## src/rtl/capture_timer_if.sv

```systemverilog
// rtl/capture_timer_if.sv - register bus and interrupt between the CPU and the capture timer
interface capture_timer_if;
  logic        en;
  logic        wr_en;
  logic [1:0]  addr;
  logic [15:0] data_in;
  logic [15:0] data_out;
  logic        irq;

  modport master (
    output en, wr_en, addr, data_in,
    input  data_out, irq
  );

  modport slave (
    input  en, wr_en, addr, data_in,
    output data_out, irq
  );
endinterface

```

## src/rtl/capture_timer.sv

```systemverilog
// rtl/capture_timer.sv - prescaled 16-bit tick counter with edge timestamp capture FIFO
module capture_timer #(
  parameter int CLOCK_FREQUENCY  = 50_000_000,
  parameter int TICKS_PER_SECOND = 1000,
  parameter int FIFO_DEPTH       = 4
) (
  input  logic            clk,
  input  logic            rst,
  capture_timer_if.slave  bus,
  input  logic            capture_in
);

  localparam int COUNT = CLOCK_FREQUENCY / TICKS_PER_SECOND - 1;
  localparam int PRE_W = (COUNT > 0) ? $clog2(COUNT + 1) : 1;
  localparam int PTR_W = $clog2(FIFO_DEPTH);
  localparam int CNT_W = PTR_W + 1;

  logic [PRE_W-1:0] prescaler;
  logic [15:0]      ticks;
  logic             cap_en;
  logic             edge_sel;
  logic             irq_en;
  logic [15:0]      mem [FIFO_DEPTH];
  logic [PTR_W-1:0] wr_ptr;
  logic [PTR_W-1:0] rd_ptr;
  logic [CNT_W-1:0] count;
  logic             ovf;
  logic             sync1;
  logic             sync2;
  logic             prev;
  logic             irq;

  logic             wr_strobe;
  logic             tick_load;
  logic             ctrl_write;
  logic             clr;
  logic             empty;
  logic             full;
  logic             pop;
  logic             edge_det;
  logic             push_req;
  logic             push;
  logic             drop;
  logic [15:0]      rdata;

  always_comb begin
    wr_strobe  = bus.en & bus.wr_en;
    tick_load  = wr_strobe && (bus.addr == 2'd2);
    ctrl_write = wr_strobe && (bus.addr == 2'd1);
    clr        = ctrl_write && bus.data_in[2];
    empty      = (count == '0);
    full       = (count == CNT_W'(FIFO_DEPTH));
    pop        = wr_strobe && (bus.addr == 2'd0) && !empty;
    edge_det   = edge_sel ? (~sync2 & prev) : (sync2 & ~prev);
    push_req   = edge_det & cap_en;
    // A pop in the same cycle frees the slot, so a full FIFO still accepts the event.
    push       = push_req && (!full || pop);
    drop       = push_req && full && !pop;
  end

  always_ff @(posedge clk) begin
    if (rst) begin
      prescaler <= '0;
      ticks     <= '0;
    end else if (tick_load) begin
      prescaler <= '0;
      ticks     <= bus.data_in;
    end else if (prescaler == PRE_W'(COUNT)) begin
      prescaler <= '0;
      ticks     <= ticks + 16'd1;
    end else begin
      prescaler <= prescaler + PRE_W'(1);
    end
  end

  always_ff @(posedge clk) begin
    if (rst) begin
      sync1 <= 1'b0;
      sync2 <= 1'b0;
      prev  <= 1'b0;
    end else begin
      sync1 <= capture_in;
      sync2 <= sync1;
      prev  <= sync2;
    end
  end

  always_ff @(posedge clk) begin
    if (rst) begin
      cap_en   <= 1'b0;
      edge_sel <= 1'b0;
      irq_en   <= 1'b0;
      irq      <= 1'b0;
    end else begin
      if (ctrl_write) begin
        cap_en   <= bus.data_in[0];
        edge_sel <= bus.data_in[1];
        irq_en   <= bus.data_in[3];
      end
      irq <= irq_en & ~empty;
    end
  end

  always_ff @(posedge clk) begin
    if (rst) begin
      wr_ptr <= '0;
      rd_ptr <= '0;
      count  <= '0;
      ovf    <= 1'b0;
      for (int i = 0; i < FIFO_DEPTH; i++) mem[i] <= '0;
    end else if (clr) begin
      // The clear strobe overrides any push or pop landing in the same cycle.
      wr_ptr <= '0;
      rd_ptr <= '0;
      count  <= '0;
      ovf    <= 1'b0;
    end else begin
      if (push) begin
        mem[wr_ptr] <= ticks;
        wr_ptr      <= wr_ptr + PTR_W'(1);
      end
      if (pop) rd_ptr <= rd_ptr + PTR_W'(1);
      if (push && !pop) count <= count + CNT_W'(1);
      else if (pop && !push) count <= count - CNT_W'(1);
      if (drop) ovf <= 1'b1;
    end
  end

  always_comb begin
    rdata = '0;
    case (bus.addr)
      2'd0: rdata = empty ? 16'h0000 : mem[rd_ptr];
      2'd1: rdata = {ovf, 7'b0, 7'(count), empty};
      2'd2: rdata = ticks;
      2'd3: rdata = {12'b0, irq_en, 1'b0, edge_sel, cap_en};
      default: rdata = '0;
    endcase
  end

  assign bus.data_out = rdata;
  assign bus.irq      = irq;

endmodule

```

## src/flat_wrapper.sv

```systemverilog
// flat-port wrapper written by rule: the top's interface ports become plain ports
module capture_timer_flat 
#(
  parameter int CLOCK_FREQUENCY  = 50_000_000,
  parameter int TICKS_PER_SECOND = 1000,
  parameter int FIFO_DEPTH       = 4
)
  (clk, rst, capture_in, bus_en, bus_wr_en, bus_addr, bus_data_in, bus_data_out, bus_irq);
  capture_timer_if bus_i ();
  input  logic clk;
  input  logic rst;
  input  logic capture_in;
  input wire logic [$bits(bus_i.en)-1:0] bus_en;
  input wire logic [$bits(bus_i.wr_en)-1:0] bus_wr_en;
  input wire logic [$bits(bus_i.addr)-1:0] bus_addr;
  input wire logic [$bits(bus_i.data_in)-1:0] bus_data_in;
  output wire logic [$bits(bus_i.data_out)-1:0] bus_data_out;
  output wire logic [$bits(bus_i.irq)-1:0] bus_irq;
  assign bus_i.en = bus_en;
  assign bus_i.wr_en = bus_wr_en;
  assign bus_i.addr = bus_addr;
  assign bus_i.data_in = bus_data_in;
  assign bus_data_out = bus_i.data_out;
  assign bus_irq = bus_i.irq;
  capture_timer #(.CLOCK_FREQUENCY(CLOCK_FREQUENCY), .TICKS_PER_SECOND(TICKS_PER_SECOND), .FIFO_DEPTH(FIFO_DEPTH)) u_core (.clk(clk), .rst(rst), .bus(bus_i), .capture_in(capture_in));
endmodule
```

## config.mk

```make
export PLATFORM = sky130hd
export DESIGN_NAME = capture_timer_flat
export DESIGN_NICKNAME = d
export VERILOG_FILES = /design/src/rtl/capture_timer_if.sv /design/src/rtl/capture_timer.sv /design/src/flat_wrapper.sv
export SDC_FILE = /design/constraint.sdc
export NUM_CORES = 1
export LEC_CHECK = 0
export CORE_MARGIN = 8
export CORE_UTILIZATION = 45
export CTS_CLUSTER_SIZE = 16
export DETAILED_ROUTE_END_ITERATION = 10
export DONT_BUFFER_PORTS = 1
export PLACE_DENSITY = 0.62
export SLEW_MARGIN = 20
export SYNTH_ARGS = -nofsm -noshare
export SYNTH_HDL_FRONTEND = slang
export SYNTH_SLANG_ARGS = --single-unit
```

## constraint.sdc

```tcl
create_clock -name clk -period 3.71 [get_ports clk]
set_clock_uncertainty 0.15 [all_clocks]
set_input_delay 0.9275 -clock clk [delete_from_list [all_inputs] [get_ports clk]]
set_output_delay 0.9275 -clock clk [all_outputs]
set_load 0.02 [all_outputs]
```

==> summary.md <==
| Metric | Value |
|---|---|
| Die extent in y | `126 µm` |
| Worst-margin pin slew | `0.844 ns` |
| Cell count after synthesis | `483` |
| Critical R2R Capture | `u_core.mem[0][3]` |
| CTS sink count | `113` |
| Initial antenna violation count | `0` |
| GRT Total Usage | `0.167` |
| Worst Path Required | `2.63 ns` |
| Status | `completed` |
| Final net count | `505` |
| Reg2Reg Depth | `4` |
| Peak supply drop | `0.000416 V` |
| Startpoint types | `register` |
| Reg clk slew, reported paths | `0.05 ns` |
| CTS Buffer Depth | `2` |
| Post-DP HPWL | `8560 µm` |
| Row cnt | `40` |
| Drt first pass iters | `4` |
| Hold path cells | `1` |
| Crit. End Element | `output port` |
| PD cells | `504 nW/µm²` |
| Die W | `126 µm` |
| Primary FF master, synth | `edfxtp_1` |
| F_max | `312 MHz` |
| DR WL/cell | `19.8 µm` |
| Fin Setup TNS | `0 ns` |
| CTS tree | `built` |
| DRC viols | `0` |
| Routability cong. | `0.832` |
| Num ports | `40` |
| First-pass GRT wire length | `20,400 µm` |
| Hold Crit Start | `u_core.sync1` |
| Grt ovf | `0` |
| Crit path kind | `register to output port` |
| Number of global-route vias before repair | `3,709` |
| Area grow syn2layout | `12.9%` |
| Lkg Pwr | `2.13 nW` |
| Cell variety after synth | `57` |
| Vias | `3,747` |
| Largest net degree at the start of global routing | `33` |
| Die ar. | `16,000 µm²` |
| Yosys Warn Count | `0` |
| Sequential cell area fraction in the yosys report | `0.529` |
| Fin. Hold Viols | `0` |
| IO buf count | `0` |
| Crit path max fanout | `13` |
| Fin crit share | `0.863` |
| Worst min-delay path class | `register to register` |
| Post-route minimum period | `3.20 ns` |
| Initial Utilization | `0.459` |
| Setup repair after global routing missed its margin | `no` |
| Synthesis-stage register bit count | `113` |
| FF-to-FF setup slack | `0.80 ns` |
| Placed cell count | `606` |
| Total CTS buffers | `17` |
| Post-synth EDFFs | `64` |
| Final setup fails | `0` |
| Core area | `12,000 µm²` |
| Max cap viols | `0` |
| Worst r2r src | `u_core.edge_sel` |
| Tot Pwr | `3.12 mW` |
| Setup Buffers After CTS | `0` |
| Final std cells w/o fill | `638` |
| Ys async rst share | `0` |
| CP arrival | `2.12 ns` |
| Placed instance area | `5590 µm²` |
| Root buf cell | `clkbuf_16` |
| WHS Endpoint | `u_core.sync2` |
| Antenna viol nets, final | `0` |
| Syn Std Cell Area | `5490 µm²` |
| Avg Cell Area, Syn | `11.4 µm²` |
| Layout cells sized above 1 | `0.147` |
| Cts hold-fix bufs | `0` |
| # diodes | `0` |
| Total wire length | `12,600 µm` |
| Final slew viol count | `0` |
| Via/cell ratio | `5.87` |
| Htree depth | `4` |
| Synthesized Nets | `510` |
| Clk Latency, worst-skew pair | `0.41 ns` |
| Slew HR | `0.433` |
| Final core occ | `0.518` |
| 1st-iter DRT viols | `371` |
| Final instance area | `6200 µm²` |
| Post-CTS Resized | `0` |
[worst max-delay path, stage by stage, from the launching register on]
cell and delay, ns:
dfxtp_1 0.37, nor3_1 0.51, nor3_1 0.09, buf_4 0.22
a222oi_1 0.34, inv_1 0.18
[worst max path at each step]
stage,start,to,slack [ns],cells after the start
finish,u_core.count[0],bus_data_out[3],0.51,5
global route,u_core.count[0],bus_data_out[3],0.35,5
CTS,register,bus_data_out[3],0.47,3
detailed placement,bus_addr[1],u_core.mem[0][4],0.38,4
global placement,bus_addr[1],u_core.count[2],0.45,10
floorplan,bus_addr[1],bus_data_out[10],0.62,4
[final cells by class]
| type | instances | area (µm²) |
|---|---|---|
| multi-input combinational | 324 | 2380 |
| tap | 147 | 184 |
| clock buffer | 17 | 425 |
| fill | 1033 | 5770 |
| inverter | 11 | 41.3 |
| clock inverter | 15 | 184 |
| timing repair buffer | 11 | 82.6 |
| sequential | 113 | 2900 |
[cell usage after synthesis, types with 2 or more instances]
master | n | area, µm²
a211oi_1 | 9 | 67.6
a21o_1 | 2 | 15.0
a21oi_1 | 10 | 50.1
a222oi_1 | 2 | 20.0
a22o_1 | 11 | 96.3
a22oi_1 | 2 | 15.0
a311oi_1 | 5 | 43.8
a31o_2 | 2 | 17.5
and2_1 | 64 | 400
and3_1 | 4 | 25.0
and4_1 | 11 | 96.3
buf_2 | 5 | 25.0
buf_6 | 4 | 45.0
clkbuf_1 | 23 | 86.3
clkbuf_2 | 2 | 10.0
dfxtp_1 | 49 | 981
edfxtp_1 | 64 | 1920
ha_1 | 3 | 37.5
inv_1 | 11 | 41.3
mux2_2 | 2 | 22.5
mux2i_1 | 3 | 30.0
mux4_2 | 16 | 360
nand2_1 | 23 | 86.3
nand3_1 | 6 | 30.0
nand3b_1 | 2 | 15.0
nand4_1 | 11 | 68.8
nor2_1 | 47 | 176
nor2b_1 | 6 | 37.5
nor3_1 | 10 | 50.1
nor3b_1 | 2 | 15.0
nor4_1 | 20 | 125
nor4_4 | 3 | 63.8
o21ai_0 | 6 | 30.0
or2_2 | 2 | 12.5
or3_1 | 4 | 25.0
or4_1 | 2 | 15.0
xnor2_1 | 10 | 87.6
xor2_1 | 6 | 52.6
[per-stage QoR]
stage	setup slack (ns)	hold slack [ns]
final	0.508	0.289
after global routing	0.350	0.302
after CTS	0.472	0.297
after detailed placement	0.381	0.287
after global placement	0.449	0.274
after floorplan	0.617	0.263
[cells in the final DEF (no fill, tap or decap), types with 3 or more instances in the layout]
master,Yosys,layout
inv_1,11,11
nor4_1,20,20
inv_6,0,4
xor2_1,6,6
ha_1,3,3
mux2i_1,3,3
edfxtp_1,64,64
a311oi_1,5,5
nand3_1,6,6
a21oi_1,10,10
a22o_1,11,11
mux4_2,16,16
xnor2_1,10,10
and2_1,64,64
nand2_1,23,23
clkbuf_16,0,17
dfxtp_1,49,49
nor2_1,47,47
buf_4,0,11
a211oi_1,9,9
bufinv_16,0,3
nor3_1,10,10
or3_1,4,4
and3_1,4,4
and4_1,11,11
nand4_1,11,11
clkinv_4,0,3
nor2b_1,6,6
o21ai_0,6,6
clkinvlp_4,0,3
nor4_4,3,3
[cells by family (layout without fill, tap and decap cells)]
group,after synthesis,count (layout),synth area share
compound gates,56,56,0.0761
xor+xnor,16,16,0.0255
fa+ha+maj,4,4,0.0105
buf+inv,46,54,0.0385
flops,113,113,0.529
mux,21,21,0.0752
simple gates,227,227,0.245
[sequential cells by signal, indices dropped and copies added, names as in the netlist, named ones only]
name / cells
u_core.sync1: 1
u_core.wr_ptr: 2
u_core.cap_en: 1
u_core.bus.irq: 1
u_core.prescaler: 16
u_core.ovf: 1
u_core.rd_ptr: 2
u_core.prev: 1
u_core.sync2: 1
u_core.irq_en: 1
u_core.edge_sel: 1
u_core.mem: 64
u_core.count: 3
u_core.ticks: 16
[per-layer routing]
layer | wire length, µm | GRT usage
met1 | 5600 | 0.206
met2 | 6110 | 0.262
met3 | 760 | 0.0557
met4 | 167 | 0.0715
met5 | 0 | 0
[power breakdown]
part           switching, mW  internal [mW]
sequential            0.0262           1.36
clock                  0.595           1.06
combinational         0.0508         0.0319
Note: power is estimated with default switching activity, not from simulation.
